$ cat src/rtl/logic_arbiter_if.sv
// Request/grant/result bundle between two requesters and the shared logic unit.
// The arbiter uses the slave modport; requesters (or a bench) use master.
interface logic_arbiter_if #(
  parameter int WIDTH = 4
);
  logic             req0;
  logic             req1;
  logic [1:0]       op0;
  logic [1:0]       op1;
  logic [WIDTH-1:0] a0;
  logic [WIDTH-1:0] b0;
  logic [WIDTH-1:0] a1;
  logic [WIDTH-1:0] b1;
  logic             gnt0;
  logic             gnt1;
  logic             done0;
  logic             done1;
  logic [WIDTH-1:0] result;
  logic             busy;
  logic [7:0]       op_count;

  modport slave (
    input  req0, req1, op0, op1, a0, b0, a1, b1,
    output gnt0, gnt1, done0, done1, result, busy, op_count
  );

  modport master (
    output req0, req1, op0, op1, a0, b0, a1, b1,
    input  gnt0, gnt1, done0, done1, result, busy, op_count
  );
endinterface

$ cat src/rtl/logic_arbiter.sv
// Round-robin arbiter sharing one AND/OR/XOR/NOT unit between two requesters.
// Each operation walks IDLE -> EXEC -> DONE; every output is a register.
module logic_arbiter #(
  parameter int WIDTH = 4
) (
  input  logic             clk,
  input  logic             rst,
  logic_arbiter_if.slave   bus
);
  typedef enum logic [1:0] {S_IDLE, S_EXEC, S_DONE} state_t;

  state_t           r_state, w_state_next;
  logic             r_last, w_last_next;
  logic [1:0]       r_op, w_op_next;
  logic [WIDTH-1:0] r_a, w_a_next;
  logic [WIDTH-1:0] r_b, w_b_next;
  logic [WIDTH-1:0] r_result, w_result_next;
  logic [7:0]       r_count, w_count_next;
  logic             r_gnt0, w_gnt0_next;
  logic             r_gnt1, w_gnt1_next;
  logic             r_done0, w_done0_next;
  logic             r_done1, w_done1_next;
  logic             r_busy, w_busy_next;
  logic             w_pick1;
  logic [WIDTH-1:0] w_fn;

  always_comb begin
    case (r_op)
      2'b00:   w_fn = r_a & r_b;
      2'b01:   w_fn = r_a | r_b;
      2'b10:   w_fn = r_a ^ r_b;
      default: w_fn = ~r_a;
    endcase
  end

  always_comb begin
    w_state_next  = r_state;
    w_last_next   = r_last;
    w_op_next     = r_op;
    w_a_next      = r_a;
    w_b_next      = r_b;
    w_result_next = r_result;
    w_count_next  = r_count;
    w_gnt0_next   = 1'b0;
    w_gnt1_next   = 1'b0;
    w_done0_next  = 1'b0;
    w_done1_next  = 1'b0;
    w_pick1       = 1'b0;
    case (r_state)
      S_IDLE: begin
        if (bus.req0 | bus.req1) begin
          // On a tie the requester that did not win last time goes first.
          w_pick1      = bus.req1 & (~bus.req0 | ~r_last);
          w_last_next  = w_pick1;
          w_op_next    = w_pick1 ? bus.op1 : bus.op0;
          w_a_next     = w_pick1 ? bus.a1 : bus.a0;
          w_b_next     = w_pick1 ? bus.b1 : bus.b0;
          w_gnt0_next  = ~w_pick1;
          w_gnt1_next  = w_pick1;
          w_state_next = S_EXEC;
        end
      end
      S_EXEC: begin
        w_result_next = w_fn;
        w_done0_next  = ~r_last;
        w_done1_next  = r_last;
        w_count_next  = r_count + 8'd1;
        w_state_next  = S_DONE;
      end
      S_DONE: begin
        w_state_next = S_IDLE;
      end
      default: begin
        w_state_next = S_IDLE;
      end
    endcase
    w_busy_next = (w_state_next != S_IDLE);
  end

  always_ff @(posedge clk or posedge rst) begin
    if (rst) begin
      r_state  <= S_IDLE;
      r_last   <= 1'b1;
      r_op     <= 2'b00;
      r_a      <= '0;
      r_b      <= '0;
      r_result <= '0;
      r_count  <= 8'd0;
      r_gnt0   <= 1'b0;
      r_gnt1   <= 1'b0;
      r_done0  <= 1'b0;
      r_done1  <= 1'b0;
      r_busy   <= 1'b0;
    end else begin
      r_state  <= w_state_next;
      r_last   <= w_last_next;
      r_op     <= w_op_next;
      r_a      <= w_a_next;
      r_b      <= w_b_next;
      r_result <= w_result_next;
      r_count  <= w_count_next;
      r_gnt0   <= w_gnt0_next;
      r_gnt1   <= w_gnt1_next;
      r_done0  <= w_done0_next;
      r_done1  <= w_done1_next;
      r_busy   <= w_busy_next;
    end
  end

  assign bus.gnt0     = r_gnt0;
  assign bus.gnt1     = r_gnt1;
  assign bus.done0    = r_done0;
  assign bus.done1    = r_done1;
  assign bus.result   = r_result;
  assign bus.busy     = r_busy;
  assign bus.op_count = r_count;
endmodule

$ cat src/flat_wrapper.sv
// flat-port wrapper written by rule: the top's interface ports become plain ports
module logic_arbiter_flat 
#(
  parameter int WIDTH = 4
)
  (clk, rst, bus_req0, bus_req1, bus_op0, bus_op1, bus_a0, bus_b0, bus_a1, bus_b1, bus_gnt0, bus_gnt1, bus_done0, bus_done1, bus_result, bus_busy, bus_op_count);
  logic_arbiter_if #(.WIDTH(WIDTH)) bus_i ();
  input  logic clk;
  input  logic rst;
  input wire logic [$bits(bus_i.req0)-1:0] bus_req0;
  input wire logic [$bits(bus_i.req1)-1:0] bus_req1;
  input wire logic [$bits(bus_i.op0)-1:0] bus_op0;
  input wire logic [$bits(bus_i.op1)-1:0] bus_op1;
  input wire logic [$bits(bus_i.a0)-1:0] bus_a0;
  input wire logic [$bits(bus_i.b0)-1:0] bus_b0;
  input wire logic [$bits(bus_i.a1)-1:0] bus_a1;
  input wire logic [$bits(bus_i.b1)-1:0] bus_b1;
  output wire logic [$bits(bus_i.gnt0)-1:0] bus_gnt0;
  output wire logic [$bits(bus_i.gnt1)-1:0] bus_gnt1;
  output wire logic [$bits(bus_i.done0)-1:0] bus_done0;
  output wire logic [$bits(bus_i.done1)-1:0] bus_done1;
  output wire logic [$bits(bus_i.result)-1:0] bus_result;
  output wire logic [$bits(bus_i.busy)-1:0] bus_busy;
  output wire logic [$bits(bus_i.op_count)-1:0] bus_op_count;
  assign bus_i.req0 = bus_req0;
  assign bus_i.req1 = bus_req1;
  assign bus_i.op0 = bus_op0;
  assign bus_i.op1 = bus_op1;
  assign bus_i.a0 = bus_a0;
  assign bus_i.b0 = bus_b0;
  assign bus_i.a1 = bus_a1;
  assign bus_i.b1 = bus_b1;
  assign bus_gnt0 = bus_i.gnt0;
  assign bus_gnt1 = bus_i.gnt1;
  assign bus_done0 = bus_i.done0;
  assign bus_done1 = bus_i.done1;
  assign bus_result = bus_i.result;
  assign bus_busy = bus_i.busy;
  assign bus_op_count = bus_i.op_count;
  logic_arbiter #(.WIDTH(WIDTH)) u_core (.clk(clk), .rst(rst), .bus(bus_i));
endmodule
$ cat config.mk
export PLATFORM = sky130hd
export DESIGN_NAME = logic_arbiter_flat
export DESIGN_NICKNAME = d
export VERILOG_FILES = /design/src/rtl/logic_arbiter_if.sv /design/src/rtl/logic_arbiter.sv /design/src/flat_wrapper.sv
export SDC_FILE = /design/constraint.sdc
export NUM_CORES = 1
export LEC_CHECK = 0
export BUFFER_PORTS_ARGS = -buffer_cell sky130_fd_sc_hd__buf_2
export CAP_MARGIN = 20
export CORE_ASPECT_RATIO = 1.2
export CORE_MARGIN = 3
export CORE_UTILIZATION = 47
export CTS_BUF_LIST = sky130_fd_sc_hd__clkbuf_16
export CTS_CLUSTER_DIAMETER = 200
export DETAILED_ROUTE_END_ITERATION = 8
export MAX_ROUTING_LAYER = met4
export PLACE_DENSITY_LB_ADDON = 0.1
export SLEW_MARGIN = 20
export SYNTH_ARGS = -nofsm -noshare
export SYNTH_HDL_FRONTEND = slang
export SYNTH_SLANG_ARGS = --single-unit
export TNS_END_PERCENT = 20
$ cat constraint.sdc
create_clock -name clk -period 3.5 [get_ports clk]
set_clock_uncertainty 0.1 [all_clocks]
set_input_delay 0.525 -clock clk [delete_from_list [all_inputs] [get_ports clk]]
set_output_delay 0.525 -clock clk [all_outputs]
set_load 0.02 [all_outputs]
; After elaboration in Yosys (flattened, before gate mapping)
; Cells that the tools add are included.
[totals]
reg_bits = 30
input_bits = 24
out_inout_bits = 17
elab_cells = 42
[op_classes]
add_sub_neg = 1
eq_ne = 3
mux = 12
n_bitwise = 10
reduce_logical = 4
[op_table]
columns = operator, n
row1 = one-hot mux 4 bit (3 select lines), 1
row2 = "adder 8 x 1 -> 8 bit, second input constant", 1
row3 = 2-to-1 mux 4 bit, 2
row4 = 2-to-1 mux 1 bit, 6
row5 = AND 4 bit, 1
row6 = "== test 2 x 1 -> 1 bit, second input constant", 2
row7 = logical NOT 2 bit, 2
row8 = 2-to-1 mux 2 bit, 2
row9 = inverter 4 bit, 1
row10 = OR 4 bit, 1
row11 = one-hot mux 2 bit (2 select lines), 1
row12 = XOR 4 bit, 1
row13 = inverter 1 bit, 3
row14 = "== test 2 bit, second input constant", 1
row15 = OR 1 bit, 2
row16 = AND reduction 2 bit, 1
row17 = nonzero test 2 bit, 1
row18 = AND 1 bit, 1

; Longest topological paths before layout
[depth]
word_depth = 6
ltp_mapped = 5
depth_no_buf = 5

; Least setup slack after synthesis
; No wires, ideal clock.
[synth_timing]
path_type = flip-flop to flip-flop
from = register u_core.r_a[3]
to = register u_core.r_result[3] (netlist: u_core.bus.result[3])
setup_time_ns = 0.125
t_arrival_ns = 1.341
required_time_ns = 3.275
slack_ns = 1.935
stages_incl_launch_ff = 5
n_path_buf = 0
synth_period_minus_slack_ns = 1.565
cell_sequence = dfrtp_1 inv_1 ha_1 mux4_2 mux2_2
[synth_between]
elab_chain_cells = 2
[synth_lines]
columns = item, line
row1 = from (decl), logic_arbiter.sv:15  ; logic [WIDTH-1:0] r_a, w_a_next;
row2 = from (signal assigned), logic_arbiter.sv:98  ; r_a <= w_a_next;
row3 = "XOR 4 bit, or another cell as far along", logic_arbiter.sv:31  ; 2'b10: w_fn = r_a ^ r_b;
row4 = one-hot mux 4 bit (3 select lines) (*), logic_arbiter.sv:28  ; case (r_op)
row5 = to (signal assigned), logic_arbiter.sv:100  ; r_result <= w_result_next;
row6 = to (decl), logic_arbiter.sv:17  ; logic [WIDTH-1:0] r_result, w_result_next;
; Mark *: on every way between the ends. The rest lies on a longest branch, timed or not.
; A chain may end at the register's enable or synchronous reset.

; Worst setup path after layout
[layout_timing]
from = register u_core.r_last
to = register u_core.r_op[0]
[layout_between]
elab_chain_cells = 4
[layout_lines]
columns = item, line
row1 = from (decl), logic_arbiter.sv:13  ; logic r_last, w_last_next;
row2 = from (signal assigned), logic_arbiter.sv:96  ; r_last <= w_last_next;
row3 = inverter 1 bit, logic_arbiter.sv:53  ; w_pick1 = bus.req1 & (~bus.req0 | ~r_last);
row4 = OR 1 bit, logic_arbiter.sv:53
row5 = AND 1 bit, logic_arbiter.sv:53
row6 = 2-to-1 mux 2 bit, logic_arbiter.sv:55  ; w_op_next = w_pick1 ? bus.op1 : bus.op0;
row7 = to (signal assigned), logic_arbiter.sv:97  ; r_op <= w_op_next;
row8 = to (decl), logic_arbiter.sv:14  ; logic [1:0] r_op, w_op_next;
; Every way passes these cells.

==> results.py <==
metrics = {
    "outcome": {
        "status": "complete, no violations",
    },
    "placement": {
        "routabilityCongestion": 0.723,
        "io_buffers": 40,
        "dp.final_hpwl_um": 2100,
        "pre_cts_ws_ns": 1.36,
        "placedCellCount": 186,
        "dpl-instance-area_um2": 1710,
    },
    "yosys": {
        "synth_top_area_share_pct": 49.3,
        "synthesis.nets": 145,
        "ys_top_cells_by_area": "sky130_fd_sc_hd__dfrtp_1, sky130_fd_sc_hd__mux2i_1, sky130_fd_sc_hd__ha_1",
        "yosysTopAreaCell": "sky130_fd_sc_hd__dfrtp_1",
        "ys.flop_type": "sky130_fd_sc_hd__dfrtp_1",
        "post-synth-top-count-cell": "sky130_fd_sc_hd__dfrtp_1",
        "syn-instance-count": 112,
        "number_of_distinct_library_cell_variants_in_the_gate_level_netlist_after_synthesis": 25,
        "synthArstFlopShare_pct": 100,
        "synth_edf_count": 0,
        "ys_seq_area_share_pct": 51.1,
        "synthesis.area_per_instance_um2": 13.1,
        "postSynthRegisterBits": 30,
        "synth.cell_area_um2": 1470,
        "yosysWarningCount": 0,
        "netlist_top_cells_count": "sky130_fd_sc_hd__dfrtp_1, sky130_fd_sc_hd__mux2i_1, sky130_fd_sc_hd__inv_1, sky130_fd_sc_hd__ha_1",
    },
    "cells_and_area": {
        "postLayoutCellArea_um2": 1850,
        "layout.area.seq_um2": 752,
        "number_of_inserted_diodes": 0,
        "drive_above_1_share_pct": 40.6,
        "nNetsFinal": 192,
        "final.fill_count": 241,
        "layout-area-overhead-vs-synth_pct": 25.6,
        "multi_input_gate_area_in_the_final_layout_um2": 651,
        "layoutNonFillerInstCount": 194,
    },
    "critical_path": {
        "cp-end-kind": "register",
        "path_delay_family": "multiplexers",
        "data_arrival_time_of_the_critical_path_ns": 1.91,
        "critical_path.slowest_cell": "sky130_fd_sc_hd__a21boi_2",
        "cp_data_required_time_ns": 3.55,
        "critical_path.most_common_cell": "sky130_fd_sc_hd__mux2_2",
        "cp.buffers_inverters": 0,
        "worst-path-max-fanout": 12,
        "critPathKind": "register to register",
        "worstPathCellList": "a21boi_2 -> mux2_2 -> mux2_2",
        "critical_path.max_stage_delay_ns": 0.59,
        "critPathLaunchType": "register",
    },
    "drt": {
        "post-route-drc-count": 0,
        "iteration_count_of_the_initial_detailed_routing_pass": 3,
        "route.final.wire_length_um": 2760,
        "drt_iter0_markers": 12,
        "drtAntennaViolNets": 0,
        "routed_wire_length_per_instance_um": 14.2,
        "dr_total_vias": 986,
        "vias_per_cell": 5.08,
    },
    "global_route": {
        "pin_count_of_the_biggest_net_entering_global_routing": 24,
        "grt_antenna_before_repair": 0,
        "grt_use_met1_pct": 18.5,
        "groute.usage.overall_pct": 17.4,
        "overflow_left_after_global_routing": 0,
        "first_global_vias": 1038,
        "grt_first_pass_wirelength_um": 4740,
        "grt_most_used_layer": "met2",
        "grt.met3_usage_pct": 6.31,
        "met2_layer_usage_reported_by_global_route_pct": 28.7,
    },
    "timing": {
        "worst_slew_pin_slew_ns": 0.863,
        "hold_violations": 0,
        "grt_setup_unrepaired": "false",
        "worst_slack_ns": 1.64,
        "sum_neg_setup_slack_ns": 0,
        "final-max-slew-violation-count": 0,
        "clock.fmax_mhz": 537,
        "slew_headroom_pct": 42.4,
        "finalSetupViolations": 0,
        "post-route-period-util_pct": 53.2,
        "finalCriticalPeriod_ns": 1.86,
    },
    "cts": {
        "path_clk_slew_ns": 0.05,
        "cts.hold.buffers_added": 0,
        "clk-insertion-delay-late_ns": 0.27,
        "cts-resized-gates": 0,
        "cts_max_path_buffers": 2,
        "clock_tree.root_cell": "sky130_fd_sc_hd__clkbuf_16",
        "cts_setup_buffers": 0,
        "cts_tree": "built",
        "cts-htree-levels": 2,
        "cts-buffers-inserted": 5,
        "clock_sinks": 30,
    },
    "power": {
        "post_layout_total_power_w": 0.00176,
        "max-vdd-ir-drop_mv": 0.600,
        "pwr-share-seq_pct": 35.8,
        "power.clock.fraction_pct": 22.6,
        "p_sw_w": 0.000629,
        "cellInternalPower_w": 0.00113,
        "leakagePower_nw": 0.971,
        "power-per-cell-area_nw_per_um2": 950,
        "comb_power_share_pct": 41.6,
        "switching_share_pct": 35.8,
    },
    "hold_path": {
        "worst_hold_path_type": "input port to asynchronous set/reset pin",
    },
    "die": {
        "core_um2": 2890,
        "floorplan.die_area_um2": 3840,
        "dieWidth_um": 57.1,
        "std_cell_rows": 21,
        "initial_utilization_pct": 51.0,
        "chipHeight_um": 67.3,
        "floorplan.io_pins": 41,
    },
    "job": {
        "cap_violations": 0,
    },
}
-- layout by cell type (no fill, tap or decap) --
| cell | netlist | final |
|---|---|---|
| sky130_fd_sc_hd__a221o_1 | 1 | 1 |
| sky130_fd_sc_hd__buf_2 | 0 | 40 |
| sky130_fd_sc_hd__nand2b_1 | 1 | 1 |
| sky130_fd_sc_hd__clkbuf_16 | 0 | 5 |
| sky130_fd_sc_hd__clkinv_1 | 0 | 1 |
| sky130_fd_sc_hd__nor4bb_1 | 1 | 1 |
| sky130_fd_sc_hd__nand2_1 | 7 | 7 |
| sky130_fd_sc_hd__nand4_1 | 3 | 3 |
| sky130_fd_sc_hd__a21boi_2 | 1 | 1 |
| sky130_fd_sc_hd__inv_2 | 1 | 1 |
| sky130_fd_sc_hd__mux4_2 | 4 | 4 |
| sky130_fd_sc_hd__dfrtp_1 | 29 | 29 |
| sky130_fd_sc_hd__nor2_1 | 4 | 4 |
| sky130_fd_sc_hd__and4b_1 | 1 | 1 |
| sky130_fd_sc_hd__and3_1 | 1 | 1 |
| sky130_fd_sc_hd__buf_4 | 0 | 1 |
| sky130_fd_sc_hd__mux2i_1 | 14 | 14 |
| sky130_fd_sc_hd__and2_1 | 1 | 1 |
| sky130_fd_sc_hd__and2_4 | 1 | 1 |
| sky130_fd_sc_hd__inv_4 | 1 | 1 |
| sky130_fd_sc_hd__a21o_1 | 1 | 1 |
| sky130_fd_sc_hd__mux2_4 | 3 | 3 |
| sky130_fd_sc_hd__xnor2_1 | 7 | 7 |
| sky130_fd_sc_hd__inv_1 | 13 | 14 |
| sky130_fd_sc_hd__o21ai_2 | 1 | 1 |
| sky130_fd_sc_hd__mux2_2 | 5 | 5 |
| sky130_fd_sc_hd__ha_1 | 9 | 9 |
| sky130_fd_sc_hd__clkinv_2 | 0 | 1 |
| sky130_fd_sc_hd__dfstp_2 | 1 | 1 |
-- power groups by stage --
stage	sequential, W	combinational [W]	clock (W)
after global routing	0.000653	0.000819	0.000425
after detailed placement	0.000637	0.000742	0
after CTS	0.000632	0.000747	0.000408
after global placement	0.000627	0.000714	0
after floorplan	0.000706	0.000464	0
final	0.000629	0.000731	0.000397
-- worst paths after layout --
path / from / to / slack [ns] / cells after the start
worst max register to register: u_core.r_last / u_core.r_op[0] / 1.64 / 3
max in group asynchronous: rst / u_core.bus.done0 / 2.34 / 3
worst min register to register: u_core.bus.op_count[7] / u_core.bus.op_count[7] / 0.36 / 1
min in group clk: u_core.bus.op_count[7] / u_core.bus.op_count[7] / 0.36 / 1
worst max-delay path: u_core.r_last / u_core.r_op[0] / 1.64 / 3
worst min-delay path: rst / u_core.r_a[1] / 0.33 / 2
-- cell families after synthesis --
| group | synth area share (%) |
|---|---|
| and+or+nand+nor | 7.31 |
| adders and majority gates | 7.65 |
| xor gates and xnor gates | 4.16 |
| AOI/OAI and AO/OA | 2.55 |
| DFF | 51.1 |
| muxes | 22.5 |
| buffers and inverters | 4.76 |
-- flip-flops by register name, indices dropped and copies added, names as in the netlist --
register             flops
u_core.r_b               4
u_core.bus.gnt0          1
u_core.bus.result        4
u_core.bus.op_count      8
u_core.r_a               4
u_core.bus.done0         1
u_core.bus.gnt1          1
u_core.bus.busy          1
u_core.r_state           2
u_core.bus.done1         1
u_core.r_last            1
u_core.r_op              2
-- through the flow --
step                      hold WS, ns  util (%)
after detailed placement        0.358      59.2
after global routing            0.393      64.0
after CTS                       0.369      64.0
after floorplan                 0.384         -
final                           0.328      64.0
after global placement          0.356      59.2
-- metal layers --
metal | vias to the layer above | routed length (um)
li1 | 479 | -
met1 | 468 | 1090
met2 | 32 | 1440
met3 | 7 | 182
met4 | 0 | 45
met5 | - | 0
-- layout make-up --
cell class	count	share of cell area (%)
Clock inverter	3	0.677
Timing Repair Buffer	41	11.2
Tap cell	34	2.30
Clock buffer	5	6.77
Multi-Input combinational cell	66	35.2
Inverter	15	3.18
Sequential cell	30	40.7
No activity file was read; power rests on OpenSTA's default activity.
